[src/rtl/mips32_mem_dump_if.sv]
// Bundles the memory read port and the dump stream of the pipe_MIPS32 debug dumper.
// master = the dumper, slave = memory plus dump consumer.
interface mips32_mem_dump_if #(
  parameter int unsigned ADDR_W = 10,
  parameter int unsigned DATA_W = 32
);
  logic              mem_rd_en;
  logic [ADDR_W-1:0] mem_rd_addr;
  logic [DATA_W-1:0] mem_rd_data;
  logic              dump_valid;
  logic              dump_ready;
  logic [ADDR_W-1:0] dump_addr;
  logic [DATA_W-1:0] dump_data;
  logic              dump_last;

  modport master (
    output mem_rd_en, mem_rd_addr,
    input  mem_rd_data,
    output dump_valid, dump_addr, dump_data, dump_last,
    input  dump_ready
  );

  modport slave (
    input  mem_rd_en, mem_rd_addr,
    output mem_rd_data,
    input  dump_valid, dump_addr, dump_data, dump_last,
    output dump_ready
  );
endinterface

[src/rtl/mips32_mem_dump.sv]
// Debug read port: after start and CPU halt, streams a word range of the unified memory
// out as {addr, data} beats over valid/ready, one word every three cycles at best.
module mips32_mem_dump #(
  parameter int unsigned ADDR_W = 10,
  parameter int unsigned DATA_W = 32,
  parameter int unsigned CNT_W  = 11
) (
  input  logic              clk1,
  input  logic              rst_n,
  input  logic              start,
  input  logic [ADDR_W-1:0] start_addr,
  input  logic [CNT_W-1:0]  word_count,
  input  logic              halted_in,
  output logic              busy,
  output logic              done,
  output logic              err,
  mips32_mem_dump_if.master bus
);

  localparam logic [CNT_W-1:0] MaxCount = CNT_W'(2 ** ADDR_W);

  typedef enum logic [2:0] {
    StIdle,
    StWaitHalt,
    StRd,
    StCap,
    StSend,
    StFin
  } state_e;

  state_e            state_q;
  logic [ADDR_W-1:0] cur_addr_q;
  logic [CNT_W-1:0]  remaining_q;
  logic              rd_en_q;
  logic [ADDR_W-1:0] rd_addr_q;
  logic              valid_q;
  logic [ADDR_W-1:0] dump_addr_q;
  logic [DATA_W-1:0] dump_data_q;
  logic              last_q;
  logic              busy_q;
  logic              done_q;
  logic              err_q;

  always_ff @(posedge clk1 or negedge rst_n) begin
    if (!rst_n) begin
      state_q     <= StIdle;
      cur_addr_q  <= '0;
      remaining_q <= '0;
      rd_en_q     <= 1'b0;
      rd_addr_q   <= '0;
      valid_q     <= 1'b0;
      dump_addr_q <= '0;
      dump_data_q <= '0;
      last_q      <= 1'b0;
      busy_q      <= 1'b0;
      done_q      <= 1'b0;
      err_q       <= 1'b0;
    end else begin
      done_q <= 1'b0;
      err_q  <= 1'b0;
      unique case (state_q)
        StIdle: begin
          if (start) begin
            if (word_count == '0) begin
              err_q <= 1'b1;
            end else begin
              cur_addr_q  <= start_addr;
              remaining_q <= (word_count > MaxCount) ? MaxCount : word_count;
              busy_q      <= 1'b1;
              state_q     <= StWaitHalt;
            end
          end
        end
        StWaitHalt: begin
          if (halted_in) begin
            rd_en_q   <= 1'b1;
            rd_addr_q <= cur_addr_q;
            state_q   <= StRd;
          end
        end
        StRd: begin
          rd_en_q <= 1'b0;
          state_q <= StCap;
        end
        StCap: begin
          // Read data is valid in this cycle, one cycle after the strobe.
          valid_q     <= 1'b1;
          dump_data_q <= bus.mem_rd_data;
          dump_addr_q <= cur_addr_q;
          last_q      <= (remaining_q == CNT_W'(1));
          state_q     <= StSend;
        end
        StSend: begin
          if (bus.dump_ready) begin
            valid_q     <= 1'b0;
            last_q      <= 1'b0;
            remaining_q <= remaining_q - CNT_W'(1);
            cur_addr_q  <= cur_addr_q + ADDR_W'(1);
            if (remaining_q != CNT_W'(1)) begin
              rd_en_q   <= 1'b1;
              rd_addr_q <= cur_addr_q + ADDR_W'(1);
              state_q   <= StRd;
            end else begin
              done_q  <= 1'b1;
              state_q <= StFin;
            end
          end
        end
        StFin: begin
          busy_q  <= 1'b0;
          state_q <= StIdle;
        end
        default: state_q <= StIdle;
      endcase
    end
  end

  assign bus.mem_rd_en   = rd_en_q;
  assign bus.mem_rd_addr = rd_addr_q;
  assign bus.dump_valid  = valid_q;
  assign bus.dump_addr   = dump_addr_q;
  assign bus.dump_data   = dump_data_q;
  assign bus.dump_last   = last_q;
  assign busy            = busy_q;
  assign done            = done_q;
  assign err             = err_q;

endmodule

[src/flat_wrapper.sv]
// flat-port wrapper written by rule: the top's interface ports become plain ports
module mips32_mem_dump_flat 
#(
  parameter int unsigned ADDR_W = 10,
  parameter int unsigned DATA_W = 32,
  parameter int unsigned CNT_W  = 11
)
  (clk1, rst_n, start, start_addr, word_count, halted_in, busy, done, err, bus_mem_rd_en, bus_mem_rd_addr, bus_mem_rd_data, bus_dump_valid, bus_dump_addr, bus_dump_data, bus_dump_last, bus_dump_ready);
  mips32_mem_dump_if #(.ADDR_W(ADDR_W), .DATA_W(DATA_W)) bus_i ();
  input  logic clk1;
  input  logic rst_n;
  input  logic start;
  input  logic [ADDR_W-1:0] start_addr;
  input  logic [CNT_W-1:0] word_count;
  input  logic halted_in;
  output logic busy;
  output logic done;
  output logic err;
  output wire logic [$bits(bus_i.mem_rd_en)-1:0] bus_mem_rd_en;
  output wire logic [$bits(bus_i.mem_rd_addr)-1:0] bus_mem_rd_addr;
  input wire logic [$bits(bus_i.mem_rd_data)-1:0] bus_mem_rd_data;
  output wire logic [$bits(bus_i.dump_valid)-1:0] bus_dump_valid;
  output wire logic [$bits(bus_i.dump_addr)-1:0] bus_dump_addr;
  output wire logic [$bits(bus_i.dump_data)-1:0] bus_dump_data;
  output wire logic [$bits(bus_i.dump_last)-1:0] bus_dump_last;
  input wire logic [$bits(bus_i.dump_ready)-1:0] bus_dump_ready;
  assign bus_mem_rd_en = bus_i.mem_rd_en;
  assign bus_mem_rd_addr = bus_i.mem_rd_addr;
  assign bus_i.mem_rd_data = bus_mem_rd_data;
  assign bus_dump_valid = bus_i.dump_valid;
  assign bus_dump_addr = bus_i.dump_addr;
  assign bus_dump_data = bus_i.dump_data;
  assign bus_dump_last = bus_i.dump_last;
  assign bus_i.dump_ready = bus_dump_ready;
  mips32_mem_dump #(.ADDR_W(ADDR_W), .DATA_W(DATA_W), .CNT_W(CNT_W)) u_core (.clk1(clk1), .rst_n(rst_n), .start(start), .start_addr(start_addr), .word_count(word_count), .halted_in(halted_in), .busy(busy), .done(done), .err(err), .bus(bus_i));
endmodule
[config.mk]
export PLATFORM = sky130hd
export DESIGN_NAME = mips32_mem_dump_flat
export DESIGN_NICKNAME = d
export VERILOG_FILES = /design/src/rtl/mips32_mem_dump_if.sv /design/src/rtl/mips32_mem_dump.sv /design/src/flat_wrapper.sv
export SDC_FILE = /design/constraint.sdc
export NUM_CORES = 1
export LEC_CHECK = 0
export CAP_MARGIN = 15
export CORE_ASPECT_RATIO = 1.25
export CORE_MARGIN = 2
export CORE_UTILIZATION = 35
export CTS_CLUSTER_SIZE = 20
export DETAILED_ROUTE_END_ITERATION = 16
export SLEW_MARGIN = 40
export SYNTH_ARGS = -nofsm -noshare
export SYNTH_HDL_FRONTEND = slang
export SYNTH_SLANG_ARGS = --single-unit
[constraint.sdc]
create_clock -name clk1 -period 2.5 [get_ports clk1]
set_input_delay 0.625 -clock clk1 [delete_from_list [all_inputs] [get_ports clk1]]
set_output_delay 0.625 -clock clk1 [all_outputs]
set_load 0.01 [all_outputs]
* Yosys cells after proc, flatten, opt, wreduce, memory -nomap -nowiden
Index checks and enable logic that the tools add are counted.
** Storage, ports and cells
- Flip-flop bits (word level) :: 82
- Input port bits :: 58
- Output and inout port bits :: 58
- Logic and storage cells :: 75
** Operators by class
- Add/subtract/negate cells :: 2
- Order comparisons :: 1
- Equal/unequal tests :: 12
- Muxes and demuxes :: 35
- Reduce and logical (&&, ||, !) cells :: 13
** Operators with widths (count)
- two-way mux 10 bit :: 6
- two-way mux 11 bit :: 4
- one-hot mux 10 bit (2 select lines) :: 2
- one-hot mux 11 bit (2 select lines) :: 1
- AND reduction 4 bit :: 4
- two-way mux 3 bit :: 5
- one-hot mux 3 bit (5 select lines) :: 1
- two-way mux 1 bit :: 12
- == test 11 x 1 -> 1 bit, second input constant :: 1
- greater-than comparator 11 bit, second input constant :: 1
- zero test 11 bit :: 1
- != test 11 x 1 -> 1 bit, second input constant :: 1
- subtractor 11 x 1 -> 11 bit, second input constant :: 1
- adder 10 x 1 -> 10 bit, second input constant :: 1
- != test 2 bit, second input constant :: 4
- nonzero test 2 bit :: 4
- == test 3 x 2 -> 1 bit, second input constant :: 2
- == test 3 bit, second input constant :: 2
- one-hot mux 1 bit (2 select lines) :: 3
- == test 3 x 1 -> 1 bit, second input constant :: 1
- zero test 3 bit :: 1
- one-hot mux 1 bit (3 select lines) :: 1
- AND reduction 3 bit :: 1
- nonzero test 3 bit :: 1
- 2 further kinds :: 2

* Longest topological paths before layout
- Depth after elaboration :: 5
- Depth in mapped cells :: 8
- Mapped depth without buffers :: 6

* Least setup slack after synthesis
OpenSTA, ideal clock, no wires.
- Path type :: input-to-reg
- Start point :: input port word_count[1]
- End point :: register u_core.cur_addr_q[3]
- Library setup time :: 0.136 ns
- Arrival time :: 1.717 ns
- Slack :: 0.647 ns
- Stages on the path :: 5
- Cells stage by stage :: nor4_1 nand4_1 clkbuf_1 a41oi_1 o211ai_1
** Between the ends
- Longest elaborated chain between the ends :: 3
** Ends and longest elaborated chain
- from (decl) :: RTL line flat_wrapper.sv:14 : input logic [CNT_W-1:0] word_count;
- zero test 11 bit :: RTL line mips32_mem_dump.sv:64 : if (word_count == '0) begin
- != test 2 bit (no line)
- AND reduction 4 bit (no line)
- to (signal assigned) :: RTL line mips32_mem_dump.sv:67 : cur_addr_q <= start_addr;
- to (signal assigned) :: RTL line mips32_mem_dump.sv:98 : cur_addr_q <= cur_addr_q + ADDR_W'(1);
- to (decl) :: RTL line mips32_mem_dump.sv:32 : logic [ADDR_W-1:0] cur_addr_q;
No other way between the ends.
A chain may end at the register's enable or synchronous reset.

* Final worst setup path
Same ends and word-level chain as after synthesis.

==> results.cfg <==
[detailed_routing]
drc_errors = 0
viasPerCell = 5.290
num_vias = 3243
wl_per_cell_um = 16.95
antenna_left = 0
wl_um = 10390
dr.pass1.iters = 4
dr.first_iter.drc_count = 97

[critical_path]
worstPathArrival_ns = 2.56
critical_path_peak_fanout = 19
reg2reg_from = u_core.state_q[2]
crit_type = in2reg
cp_top_family = simple AND/OR/NAND/NOR gates
cpPeakStageDelay_ns = 0.60
worst-path-buf-inv = 2
cp-end-kind = flop
worstSetupStartpoint = word_count[1]
critical_path.cell_chain = clkdlybuf4s50_1 -> nor4_1 -> nand4_1 -> buf_4 -> a41oi_1 -> o211ai_1
crit_slowest_cell = nor4_1
worstSetupStartpointType = input pin
crit_required_ns = 2.69

[floorplanning]
die_h_um = 122.8
std_cell_rows = 43
pin_count = 116
start_util_pct = 35.84
core_sq_um = 11030
die_width_um = 99.05
dieArea_sq_um = 12160

[power_and_ir_drop]
swShare_pct = 35.70
clockPowerShare_pct = 18.0
p_per_area_nw_per_um2 = 1262
seqPwrFrac_pct = 35.4
leakagePower_nw = 2.299
p_int_mw = 4.606
comb_power_share_pct = 46.5
switching_power_mw = 2.557
peakVddDrop_mv = 0.5616

[synthesis]
synth_top_area_share_pct = 51.92
syn-num-nets = 408
synth_commonest_cells = dfrtp_1 (82), mux2_1 (29), a21oi_1 (23), nand2_1 (18), clkbuf_1 (16)
netlist_area_sq_um = 3953
async_flop_share_pct = 100.0
postSynthCellCount = 347
yosysWarnings = 0
synth.area.top_cells = dfrtp_1 (52%), mux2_1 (8.3%), mux2_2 (3.7%)
synth-seq-area-share_pct = 51.92
yosysMostFrequentCell = dfrtp_1
synth_cell_types = 55
synth-edff-count = 0
synth_top_cell_by_area = dfrtp_1
ys.flop_type = dfrtp_1
syn_avg_cell_area_sq_um = 11.39
synth_seq_cells = 82

[timing]
hold_slack_ns = 0.3259
rsz0062_at_grt = false
slew_headroom_pct = 55.18
min_period_ns = 2.372
max_freq_ghz = 0.4215
tightest_slew_ns = 0.6724
worst_clock_skew_ns = 0.008217
setup-violations-final = 0
drv_slew = 0
hold_viol_final = 0
post-route-period-util_pct = 94.90

[cts]
clk_latency_ns = 0.34
tritoncts = done
clockBufferDepth = 2
cts_made_buffers = 9
cts_resized = 0
cts.sinks = 82
clk_pin_slew_ns = 0.06
hold_buffers = 0
cts_setup_buffers = 0
htree_levels = 3
root_buffer = clkbuf_16

[cells_and_area]
n_fill_cell = 1008
seq_area_sq_um = 2052
multiInputGateArea_sq_um = 1754
drive_gt1_share_pct = 15.48
area_delta_synth_final_pct = 43.56
final_nets = 534
final_core_util_pct = 51.45
instances_no_fill = 613
diodes = 0

[global_routing]
grt_max_degree = 53
track_usage_pct = 17.56
grt_remaining_overflow = 0
grt_pass1_wl_um = 16790
antenna_found_initial = 0
grt_pass1_vias = 3284

[flow_run]
drv_cap = 0

[outcome]
status = completed

[hold_path]
hold_path_class = in2async

[placement]
globalplace.congestion = 0.8546
io_buffers = 115
dpl.cell_count = 597
dp.final_hpwl_um = 7636
## power by group through the flow
stage | clock network (mW) | logic (mW) | registers, mW
2_1_floorplan | 0 | 1.68 | 2.62
3_3_place_gp | 0 | 3.32 | 2.54
3_5_place_dp | 0 | 3.38 | 2.56
4_1_cts | 1.33 | 3.39 | 2.54
5_1_grt | 1.39 | 3.62 | 2.64
6_report | 1.29 | 3.33 | 2.54
## sequential cells by signal, summed over array words and instances (netlist names)
register                count
u_core.cur_addr_q          10
u_core.bus.mem_rd_en        1
u_core.bus.dump_last        1
u_core.err                  1
u_core.bus.dump_addr       10
u_core.done                 1
u_core.busy                 1
u_core.remaining_q         11
u_core.bus.mem_rd_addr     10
u_core.state_q              3
u_core.bus.dump_valid       1
u_core.bus.dump_data       32
## worst reg2reg max path, delay by kind of cell (launching register included)
| kind | cells | cell delay (ns) |
|---|---|---|
| simple gates | 2 | 0.98 |
| flops | 1 | 0.53 |
| mux | 1 | 0.31 |
| xor+xnor | 1 | 0.15 |
## path summary, 6_finish.rpt
check                                       endpoint  cells after the start  slack, ns
setup / recovery                u_core.cur_addr_q[3]                      6       0.13
hold / removal                 u_core.remaining_q[8]                      1       0.33
setup reg to reg           u_core.bus.mem_rd_addr[9]                      4       0.42
hold reg to reg                u_core.bus.dump_valid                      2       0.49
max in group asynchronous       u_core.cur_addr_q[7]                      2       1.55
min in group clk1              u_core.bus.dump_valid                      2       0.49
## layout make-up
| cell class | instances | area share (%) |
|---|---|---|
| Inverter | 12 | 0.7938 |
| Clock inverter | 7 | 1.235 |
| Clock buffer | 9 | 3.969 |
| Multi-Input combinational cell | 230 | 30.92 |
| Timing Repair Buffer | 138 | 23.95 |
| Tap cell | 135 | 2.977 |
| Sequential cell | 82 | 36.16 |
## stage by stage
step	area, sq um	setup WS, ns	setup TNS [ns]	power, mW
after floorplan	3953	0.6465	0	4.306
after global placement	5375	-0.3320	-3.576	5.860
after detailed placement	5379	-0.1810	-1.172	5.940
after CTS	5674	0.1562	0	7.257
after global routing	5674	0.04034	0	7.658
final	5674	0.1276	0	7.164
## cell usage in the layout, fill, tap and decap left out, types with 10 or more instances in the layout
cell type        instances
mux2_1                  29
a31oi_1                 14
inv_1                   11
nand3_1                 10
nand2_1                 18
nor2_1                  13
buf_4                   21
dfrtp_1                 82
mux2_2                  13
a21oi_1                 22
clkdlybuf4s50_1        114
## cell families after synthesis
family | Yosys count | synth area share [%]
flip-flops | 82 | 51.92
multiplexers | 50 | 15.00
adder cells (fa/ha/maj) | 3 | 0.9498
XOR/XNOR | 9 | 1.994
buffers and inverters | 35 | 3.925
AO/OA/AOI/OAI | 86 | 14.59
AND/OR/NAND/NOR | 82 | 11.62
## metal layers
| layer | track usage (%) | vias to the layer above | part of all wire, % |
|---|---|---|---|
| met3 | 3.702 | 17 | 6.0 |
| met4 | 6.336 | 0 | 2.2 |
| li1 | - | 1536 | - |
| met2 | 31.33 | 110 | 52 |
| met5 | 0 | - | 0 |
| met1 | 20.84 | 1580 | 40 |
Power figures use the tool's default switching activity.
